==> config.mk <==
export PLATFORM = sky130hd
export DESIGN_NAME = display_source_sequencer
export DESIGN_NICKNAME = d
export VERILOG_FILES = /design/src/rtl/display_pkg.sv /design/src/rtl/display_source_sequencer_next_valid_finder.sv /design/src/rtl/display_source_sequencer.sv
export SDC_FILE = /design/constraint.sdc
export NUM_CORES = 1
export LEC_CHECK = 0
export CAP_MARGIN = 20
export CORE_ASPECT_RATIO = 0.75
export CORE_MARGIN = 4
export CORE_UTILIZATION = 38
export DETAILED_ROUTE_END_ITERATION = 16
export GPL_TIMING_DRIVEN = 0
export PLACE_DENSITY = 0.92
export SYNTH_ARGS = -nofsm -noshare
export SYNTH_HDL_FRONTEND = slang
export SYNTH_HIERARCHICAL = 1
export SYNTH_SLANG_ARGS = --single-unit
==> constraint.sdc <==
create_clock -name clk -period 2.85 [get_ports clk]
set_clock_uncertainty 0.15 [all_clocks]
set_input_delay 0.57 -clock clk [delete_from_list [all_inputs] [get_ports clk]]
set_output_delay 0.57 -clock clk [all_outputs]
set_load 0.02 [all_outputs]
==> src/rtl/display_pkg.sv <==
// Shared defaults and helpers for the display source sequencer.
// Digit codes are DW-bit values rendered by the downstream hex decoders.
package display_pkg;

    localparam int DW_DEF = 4;
    localparam logic [DW_DEF-1:0] BLANK_DEF = 4'hF;

    typedef logic [DW_DEF-1:0] digit_t;

    function automatic int sel_width(input int n);
        return $clog2(n);
    endfunction

endpackage

==> src/rtl/display_source_sequencer_next_valid_finder.sv <==
// Wrapping upward priority search for the next valid source after cur.
// cur itself is never a candidate, so a lone valid source reports found=0.
module next_valid_finder #(
    parameter int N_SRC = 4,
    parameter int SW    = 2
) (
    input  logic [SW-1:0]    cur,
    input  logic [N_SRC-1:0] valid,
    output logic [SW-1:0]    nxt,
    output logic             found
);

    logic [SW-1:0]    cand [N_SRC-1:1];
    logic [N_SRC-1:1] hit;

    generate
        for (genvar gi = 1; gi < N_SRC; gi++) begin : g_off
            logic [SW:0] sum;
            assign sum       = {1'b0, cur} + (SW+1)'(gi);
            assign cand[gi]  = (sum >= (SW+1)'(N_SRC)) ? SW'(sum - (SW+1)'(N_SRC)) : sum[SW-1:0];
            assign hit[gi]   = valid[cand[gi]];
        end
    endgenerate

    // Scan from the farthest offset down so the nearest hit wins.
    always_comb begin
        nxt   = cur;
        found = 1'b0;
        for (int k = N_SRC - 1; k >= 1; k--) begin
            if (hit[k]) begin
                nxt   = cand[k];
                found = 1'b1;
            end
        end
    end

endmodule

==> src/rtl/display_source_sequencer.sv <==
// Selects one of N_SRC digit groups and drives registered digit/indicator
// codes, with stepping, direct load, timed auto-cycle, blink and zero blanking.
module display_source_sequencer
    import display_pkg::*;
#(
    parameter int               N_SRC    = 4,
    parameter int               N_DIG    = 4,
    parameter int               DW       = DW_DEF,
    parameter logic [DW-1:0]    BLANK    = BLANK_DEF,
    parameter int               DWELL    = 5,
    parameter int               LZ_BLANK = 1,
    localparam int              SW       = sel_width(N_SRC)
) (
    input  logic                        clk,
    input  logic                        rst,
    input  logic [N_SRC*N_DIG*DW-1:0]   src_data,
    input  logic [N_SRC-1:0]            src_valid,
    input  logic [N_SRC*DW-1:0]         src_ind,
    input  logic                        step,
    input  logic                        sel_load,
    input  logic [SW-1:0]               sel_in,
    input  logic                        auto_en,
    input  logic                        tick,
    input  logic [N_DIG-1:0]            blink_mask,
    output logic [DW-1:0]               hex,
    output logic [N_DIG*DW-1:0]         digits,
    output logic [SW-1:0]               sel_cur,
    output logic                        switched
);

    localparam int         WW         = N_DIG * DW;
    localparam logic [7:0] DWELL_LAST = 8'(DWELL - 1);

    logic [SW-1:0] sel_q, sel_d;
    logic [7:0]    dwell_q, dwell_d;
    logic          blink_q, blink_d;
    logic          switched_q, switched_d;
    logic [DW-1:0] hex_q, hex_d;
    logic [WW-1:0] digits_q, digits_d;

    logic [SW-1:0] nxt_idx;
    logic          nxt_found;
    logic          load_ok;

    next_valid_finder #(
        .N_SRC (N_SRC),
        .SW    (SW)
    ) u_finder (
        .cur   (sel_q),
        .valid (src_valid),
        .nxt   (nxt_idx),
        .found (nxt_found)
    );

    assign load_ok = (int'(sel_in) < N_SRC) && src_valid[sel_in];

    always_comb begin
        sel_d   = sel_q;
        dwell_d = dwell_q;
        blink_d = blink_q ^ tick;
        if (sel_load) begin
            dwell_d = '0;
            if (load_ok) begin
                sel_d = sel_in;
            end
        end else if (step) begin
            dwell_d = '0;
            if (nxt_found) begin
                sel_d = nxt_idx;
            end
        end else if (!auto_en) begin
            dwell_d = '0;
        end else if (tick) begin
            if (dwell_q == DWELL_LAST) begin
                dwell_d = '0;
                if (nxt_found) begin
                    sel_d = nxt_idx;
                end
            end else begin
                dwell_d = dwell_q + 8'd1;
            end
        end
        switched_d = (sel_d != sel_q);
    end

    logic [WW-1:0] src_word    [N_SRC];
    logic [DW-1:0] src_ind_arr [N_SRC];
    logic [WW-1:0] cur_word;
    logic          cur_valid;

    generate
        for (genvar gi = 0; gi < N_SRC; gi++) begin : g_src
            assign src_word[gi]    = src_data[gi*WW +: WW];
            assign src_ind_arr[gi] = src_ind[gi*DW +: DW];
        end
    endgenerate

    assign cur_word  = src_word[sel_q];
    assign cur_valid = src_valid[sel_q];
    assign hex_d     = cur_valid ? src_ind_arr[sel_q] : BLANK;

    // A digit is a leading zero when it and every more significant digit are zero.
    generate
        for (genvar gi = 0; gi < N_DIG; gi++) begin : g_dig
            logic lead_zero;
            always_comb begin
                lead_zero = (gi > 0) && (LZ_BLANK != 0);
                for (int k = gi; k < N_DIG; k++) begin
                    if (cur_word[k*DW +: DW] != '0) begin
                        lead_zero = 1'b0;
                    end
                end
            end
            assign digits_d[gi*DW +: DW] =
                (!cur_valid || (blink_q && blink_mask[gi]) || lead_zero) ? BLANK : cur_word[gi*DW +: DW];
        end
    endgenerate

    always_ff @(posedge clk) begin
        if (rst) begin
            sel_q      <= '0;
            dwell_q    <= '0;
            blink_q    <= 1'b0;
            switched_q <= 1'b0;
            hex_q      <= BLANK;
            digits_q   <= {N_DIG{BLANK}};
        end else begin
            sel_q      <= sel_d;
            dwell_q    <= dwell_d;
            blink_q    <= blink_d;
            switched_q <= switched_d;
            hex_q      <= hex_d;
            digits_q   <= digits_d;
        end
    end

    assign sel_cur  = sel_q;
    assign switched = switched_q;
    assign hex      = hex_q;
    assign digits   = digits_q;

endmodule

==> metrics.yaml, run 1 <==
timing:
  fmax_ghz: 0.392
  fin_crit_ps: 2550
  drv_slew: 0
  postLayoutSetupSlackWorst_ps: 301
  worst_slew_pin_slew_ps: 723
  setup_tns_ps: 0
  period_share_pct: 89.4
  relSlewSlack_pct: 51.7
  hold_viol: 0
  setup_viol: 0
  rsz0062_at_grt: "no"
yosys:
  synth_nets: 284
  syn_area_per_cell_um2: 10.7
  seq_area_frac_synth_pct: 32.1
  synth-edff-count: 0
  synth_cells: 186
  synthTopCellsByArea: "dfxtp_1 32%, mux4_2 24%, nand2b_1 4.4%, mux2i_1 3.5%, xor2_1 2.6%"
  synthArstFlopShare_pct: 0
  synth_top_area_share_pct: 32.1
  ys_seq_elements: 32
  synth_largest_area_cell: "dfxtp_1"
  ys.flop_type: "dfxtp_1"
  syn_area_mm2: 0.00199
  yosys_warnings: 6
  ys_types: 45
worst_setup_path:
  critPathKind: "reg -> reg"
  rr_worst_depth: 5
  crit_fanout: 10
  endpoint_kind: "flip-flop"
  reg2reg_from: "sel_cur[1]"
  reg2reg_slack_ps: 300
  required_ps: 2870
  critPathLaunchType: "flip-flop"
  critical_path.reg2reg.endpoint: "hex[0]"
  worstPathArrival_ps: 2570
routing:
  vias: 1960
  drtPass1Iterations: 5
  wire_per_inst_um: 17.1
  ant_nets: 0
  dr.first_iter.drc_count: 92
  routed_wl_um: 6550
  vias_per_cell: 5.13
  drc: 0
floorplanning:
  die_w_um: 91.7
  die_area_mm2: 0.00648
  die_h_um: 70.7
  ios: 119
  coreArea_mm2: 0.00498
  rows: 22
  start_util_pct: 40.0
grt:
  grt_max_degree: 11
  globalRouteOverflowTotal: 0
  gr-usage-all-layers_pct: 20.5
  antenna_found_initial: 0
  grt_pass1_wl_um: 10500
  grt_pass1_vias: 2047
clock_network:
  h-tree-depth: 2
  numClockSinks: 32
  clockRootBuffer: "clkbuf_8"
  clk_transition_reported_paths_ps: 70
  cts_tree: "yes"
  cts.path.max_buffers: 2
  cts_buffers: 5
  holdBufCountCts: 0
  worstSkewPairLatency_ps: 290
  post_cts_buffers: 0
  cts_resized: 0
power_and_ir_drop:
  p_seq_share_pct: 35.4
  power_leakage_nw: 1.17
  switching_power_mw: 0.366
  p_int_mw: 1.02
  p_comb_share_pct: 33.2
  switching_share_pct: 26.4
  peakVddDrop_mv: 0.211
  clock_power_share_pct: 31.4
  p_per_area_mw_per_mm2: 414
status:
  status: "complete, no violations"
layout:
  layout.nets: 407
  area_growth_pct: 68.1
  fill_cells: 379
  regArea_um2: 641
  final_layout_size_suffix_gt1_share_pct: 15.5
  most-common-layout-cells: "116 x clkdlybuf4s50_1, 32 x dfxtp_1, 21 x mux4_2, 14 x nand2b_1, 12 x nor2_1"
  antenna_cells: 0
  multi_input_area_mm2: 0.00126
  mostFrequentLayoutCell: "clkdlybuf4s50_1"
place:
  place_ws_ps: 136
  dp_hpwl_um: 5500
  gp_congestion: 0.814
  port_buffers: 116
job:
  cap_viol_max_count: 0
hold_path:
  whs_endpoint: "dwell_q[7]"
  hold_path_depth: 2
  holdCritStartpoint: "dwell_q[7]"
  hold_path.class: "reg -> reg"
[state kept, by name, summed over array words and instances (netlist names)]
name / count
switched: 1
dwell_q: 8
sel_cur: 2
hex: 4
digits: 16
blink_q: 1
[critical path, stage by stage (launching register included)]
cell	delay, ps
dfxtp_1	370
buf_2	230
clkbuf_1	480
clkbuf_1	510
mux4_2	400
or2_2	290
[routing by layer]
metal / track usage [%] / up-vias / wire (um)
met2: 36.6 / 80 / 3280
met3: 5.74 / 13 / 533
met5: 0 / - / 0
met4: 6.19 / 0 / 117
met1: 24.2 / 930 / 2610
li1: - / 937 / -
[per-stage QoR]
step / area (um2) / hold slack [ps] / total power, mW / utilization (%) / cells
3_3_place_gp: 3250 / 347 / 0.950 / 65.1 / 374
6_report: 3350 / 382 / 1.39 / 67.3 / 382
5_1_grt: 3350 / 437 / 1.45 / 67.3 / 382
2_1_floorplan: 1990 / 330 / 0.732 / - / 186
4_1_cts: 3350 / 384 / 1.40 / 67.3 / 382
3_5_place_dp: 3250 / 366 / 0.962 / 65.1 / 374
[synth_stat cells, types with 4 or more instances]
cell type	n
dfxtp_1	32
nor3_1	6
clkbuf_1	4
mux4_2	21
nor2b_1	4
xor2_1	6
inv_1	7
nand2_1	10
nor2_1	12
nand2b_1	14
a21oi_1	6
mux2i_1	7
or2_2	4
[cell families (layout without fill, tap and decap cells)]
kind of cell    after synthesis  after routing  synth area share, %
fa+ha+maj                     2              2                 1.25
flops                        32             32                 32.1
buf+inv                      17            141                 4.45
compound gates               21             21                 7.40
mux                          30             30                 28.4
simple gates                 75             75                 22.5
xor+xnor                      9              9                 3.95
[cell type report]
cell class	instances	area share [%]
multi-input cells	137	37.7
well taps	72	2.69
flip-flops and latches	32	19.1
inverters	7	0.784
clock buffers	6	2.16
clock inverters	2	1.04
plain buffers	10	1.87
repair buffers	116	34.6
[how the worst max path moves through the flow]
stage | startpoint | end | depth (start not counted)
CTS | sel_cur[0] | hex[0] | 5
finish | sel_cur[1] | hex[0] | 5
detailed placement | src_valid[0] | switched | 9
global route | src_valid[0] | switched | 9
global placement | src_valid[0] | switched | 9
floorplan | sel_cur[0] | hex[0] | 5
[power groups by stage]
stage | registers (mW) | logic (mW) | clock network (mW)
finish | 0.491 | 0.460 | 0.436
global route | 0.494 | 0.492 | 0.460
CTS | 0.491 | 0.463 | 0.445
detailed placement | 0.502 | 0.460 | 0
global placement | 0.500 | 0.450 | 0
floorplan | 0.534 | 0.198 | 0
No activity file was read; power rests on OpenSTA's default activity.
==> run 2, diff against run 1 <==
--- a/config.mk
+++ b/config.mk
@@ -11,6 +11,7 @@
 export CORE_UTILIZATION = 38
 export DETAILED_ROUTE_END_ITERATION = 16
 export GPL_TIMING_DRIVEN = 0
+export HOLD_SLACK_MARGIN = 0.06
 export PLACE_DENSITY = 0.92
 export SYNTH_ARGS = -nofsm -noshare
 export SYNTH_HDL_FRONTEND = slang
==> results of run 2 <==
No change in the layout: final DEF, timing and power equal those of run 1.
==> run 3, diff against run 2 <==
--- a/config.mk
+++ b/config.mk
@@ -13,7 +13,9 @@
 export GPL_TIMING_DRIVEN = 0
 export HOLD_SLACK_MARGIN = 0.06
 export PLACE_DENSITY = 0.92
+export RECOVER_POWER = 25
 export SYNTH_ARGS = -nofsm -noshare
 export SYNTH_HDL_FRONTEND = slang
 export SYNTH_HIERARCHICAL = 1
 export SYNTH_SLANG_ARGS = --single-unit
+export TNS_END_PERCENT = 100
==> metrics.yaml, run 3 (synthesis results as in run 1) <==
status:
  status: "complete, no violations"
hold_path:
  hold_path_depth: 2
  hold_path.class: "reg -> reg"
  holdCritStartpoint: "dwell_q[7]"
  whs_endpoint: "dwell_q[7]"
worst_setup_path:
  crit_fanout: 10
  worstPathArrival_ps: 2580
  path_cells: "buf_2, clkbuf_1, clkbuf_1, mux4_2, or2_2"
  critPathKind: "reg -> reg"
  max_stage_delay_ps: 520
  endpoint_kind: "flip-flop"
  reg2reg_from: "sel_cur[1]"
  critPathLaunchType: "flip-flop"
  reg2reg_slack_ps: 300
  rr_worst_depth: 5
  path_common_cell: "clkbuf_1"
  cp_slowest_cell: "clkbuf_1"
  required_ps: 2870
  critical_path.reg2reg.endpoint: "hex[0]"
routing:
  drc: 0
  ant_nets: 0
  vias: 1962
  dr.first_iter.drc_count: 90
  vias_per_cell: 5.14
  wire_per_inst_um: 17.1
  routed_wl_um: 6550
  drtPass1Iterations: 4
power_and_ir_drop:
  p_per_area_mw_per_mm2: 412
  p_int_mw: 1.02
  clock_power_share_pct: 31.6
  p_comb_share_pct: 32.9
  p_seq_share_pct: 35.5
  switching_power_mw: 0.365
  power_mw: 1.38
  power_leakage_nw: 1.15
  switching_share_pct: 26.5
  peakVddDrop_mv: 0.211
place:
  dp_hpwl_um: 5500
  port_buffers: 116
  gp_congestion: 0.814
  place_ws_ps: 136
timing:
  hold_viol: 0
  period_share_pct: 89.6
  drv_slew: 0
  fmax_ghz: 0.392
  setup_tns_ps: 0
  fin_crit_ps: 2550
  postLayoutSetupSlackWorst_ps: 296
  setup_viol: 0
  rsz0062_at_grt: "no"
  worst_slew_pin_slew_ps: 723
  relSlewSlack_pct: 51.7
grt:
  grt_pass1_wl_um: 10500
  gr-usage-all-layers_pct: 20.5
  antenna_found_initial: 0
  grt_max_degree: 11
  globalRouteOverflowTotal: 0
  grt_pass1_vias: 2047
floorplanning:
  die_h_um: 70.7
  rows: 22
  ios: 119
  start_util_pct: 40.0
  die_w_um: 91.7
  die_area_mm2: 0.00648
  coreArea_mm2: 0.00498
clock_network:
  cts_buffers: 5
  clk_transition_reported_paths_ps: 70
  cts_resized: 0
  cts.path.max_buffers: 2
  holdBufCountCts: 0
  post_cts_buffers: 0
  worstSkewPairLatency_ps: 290
  numClockSinks: 32
  h-tree-depth: 2
  cts_tree: "yes"
  clockRootBuffer: "clkbuf_8"
layout:
  final_layout_size_suffix_gt1_share_pct: 15.5
  most-common-layout-cells: "103 x clkdlybuf4s50_1, 32 x dfxtp_1, 21 x mux4_2, 14 x nand2b_1, 13 x dlygate4sd3_1"
  largest_reg_flops: 16
  antenna_cells: 0
  layout.nets: 407
  mostFrequentLayoutCell: "clkdlybuf4s50_1"
  area_growth_pct: 68.1
job:
  cap_viol_max_count: 0
run 3: cell types whose count changed in the layout (fill, tap and decap cells not counted):
cell	previous run	this run
clkdlybuf4s50_1	116	103
dlygate4sd3_1	0	13
run 3: layout make-up:
cell class              instances  area (um2)
plain buffers                  10        62.6
clock buffers                   6        72.6
clock inverters                 2        35.0
fillers                       379        1630
inverters                       7        26.3
multi-input cells             137        1260
flip-flops and latches         32         641
well taps                      72        90.1
repair buffers                116        1160
run 3: per-stage QoR:
stage          cell area [um2]  cells  util, %  hold WS, ps
6_report                  3350    382     67.3          382
5_1_grt                   3350    382     67.3          437
4_1_cts                   3350    382     67.3          384
3_5_place_dp              3250    374     65.1          366
3_3_place_gp              3250    374     65.1          347
2_1_floorplan             1990    186        -          330
run 3: worst max-delay path by stage:
stage                     endpoint  depth (start not counted)         start  slack, ps
after floorplan             hex[0]                          5    sel_cur[0]        490
after global placement    switched                          9  src_valid[0]        170
after detailed placement  switched                          9  src_valid[0]        140
after CTS                   hex[0]                          5    sel_cur[0]        280
after global routing        hex[0]                          5    sel_cur[1]        170
final                       hex[0]                          5    sel_cur[1]        300
run 3: metal layers:
| layer | routed length (um) | track usage [%] | vias up | share of wire (%) |
|---|---|---|---|---|
| met5 | 0 | 0 | - | 0 |
| met2 | 3280 | 36.6 | 82 | 50 |
| li1 | - | - | 936 | - |
| met1 | 2610 | 24.2 | 931 | 40 |
| met3 | 536 | 5.74 | 13 | 8.2 |
| met4 | 117 | 6.19 | 0 | 1.8 |
run 3: power by group through the flow:
stage / Sequential [mW] / Combinational, mW / Clock (mW)
after floorplan: 0.534 / 0.198 / 0
after global placement: 0.500 / 0.450 / 0
after detailed placement: 0.502 / 0.460 / 0
after CTS: 0.491 / 0.463 / 0.445
after global routing: 0.494 / 0.487 / 0.460
final: 0.490 / 0.455 / 0.436
run 3: worst max-delay path, delay by kind of cell (launching register included):
| kind | cells | cell delay [ps] |
|---|---|---|
| buffers and inverters | 3 | 1230 |
| multiplexers | 1 | 400 |
| flip-flops | 1 | 370 |
| AND/OR/NAND/NOR | 1 | 290 |
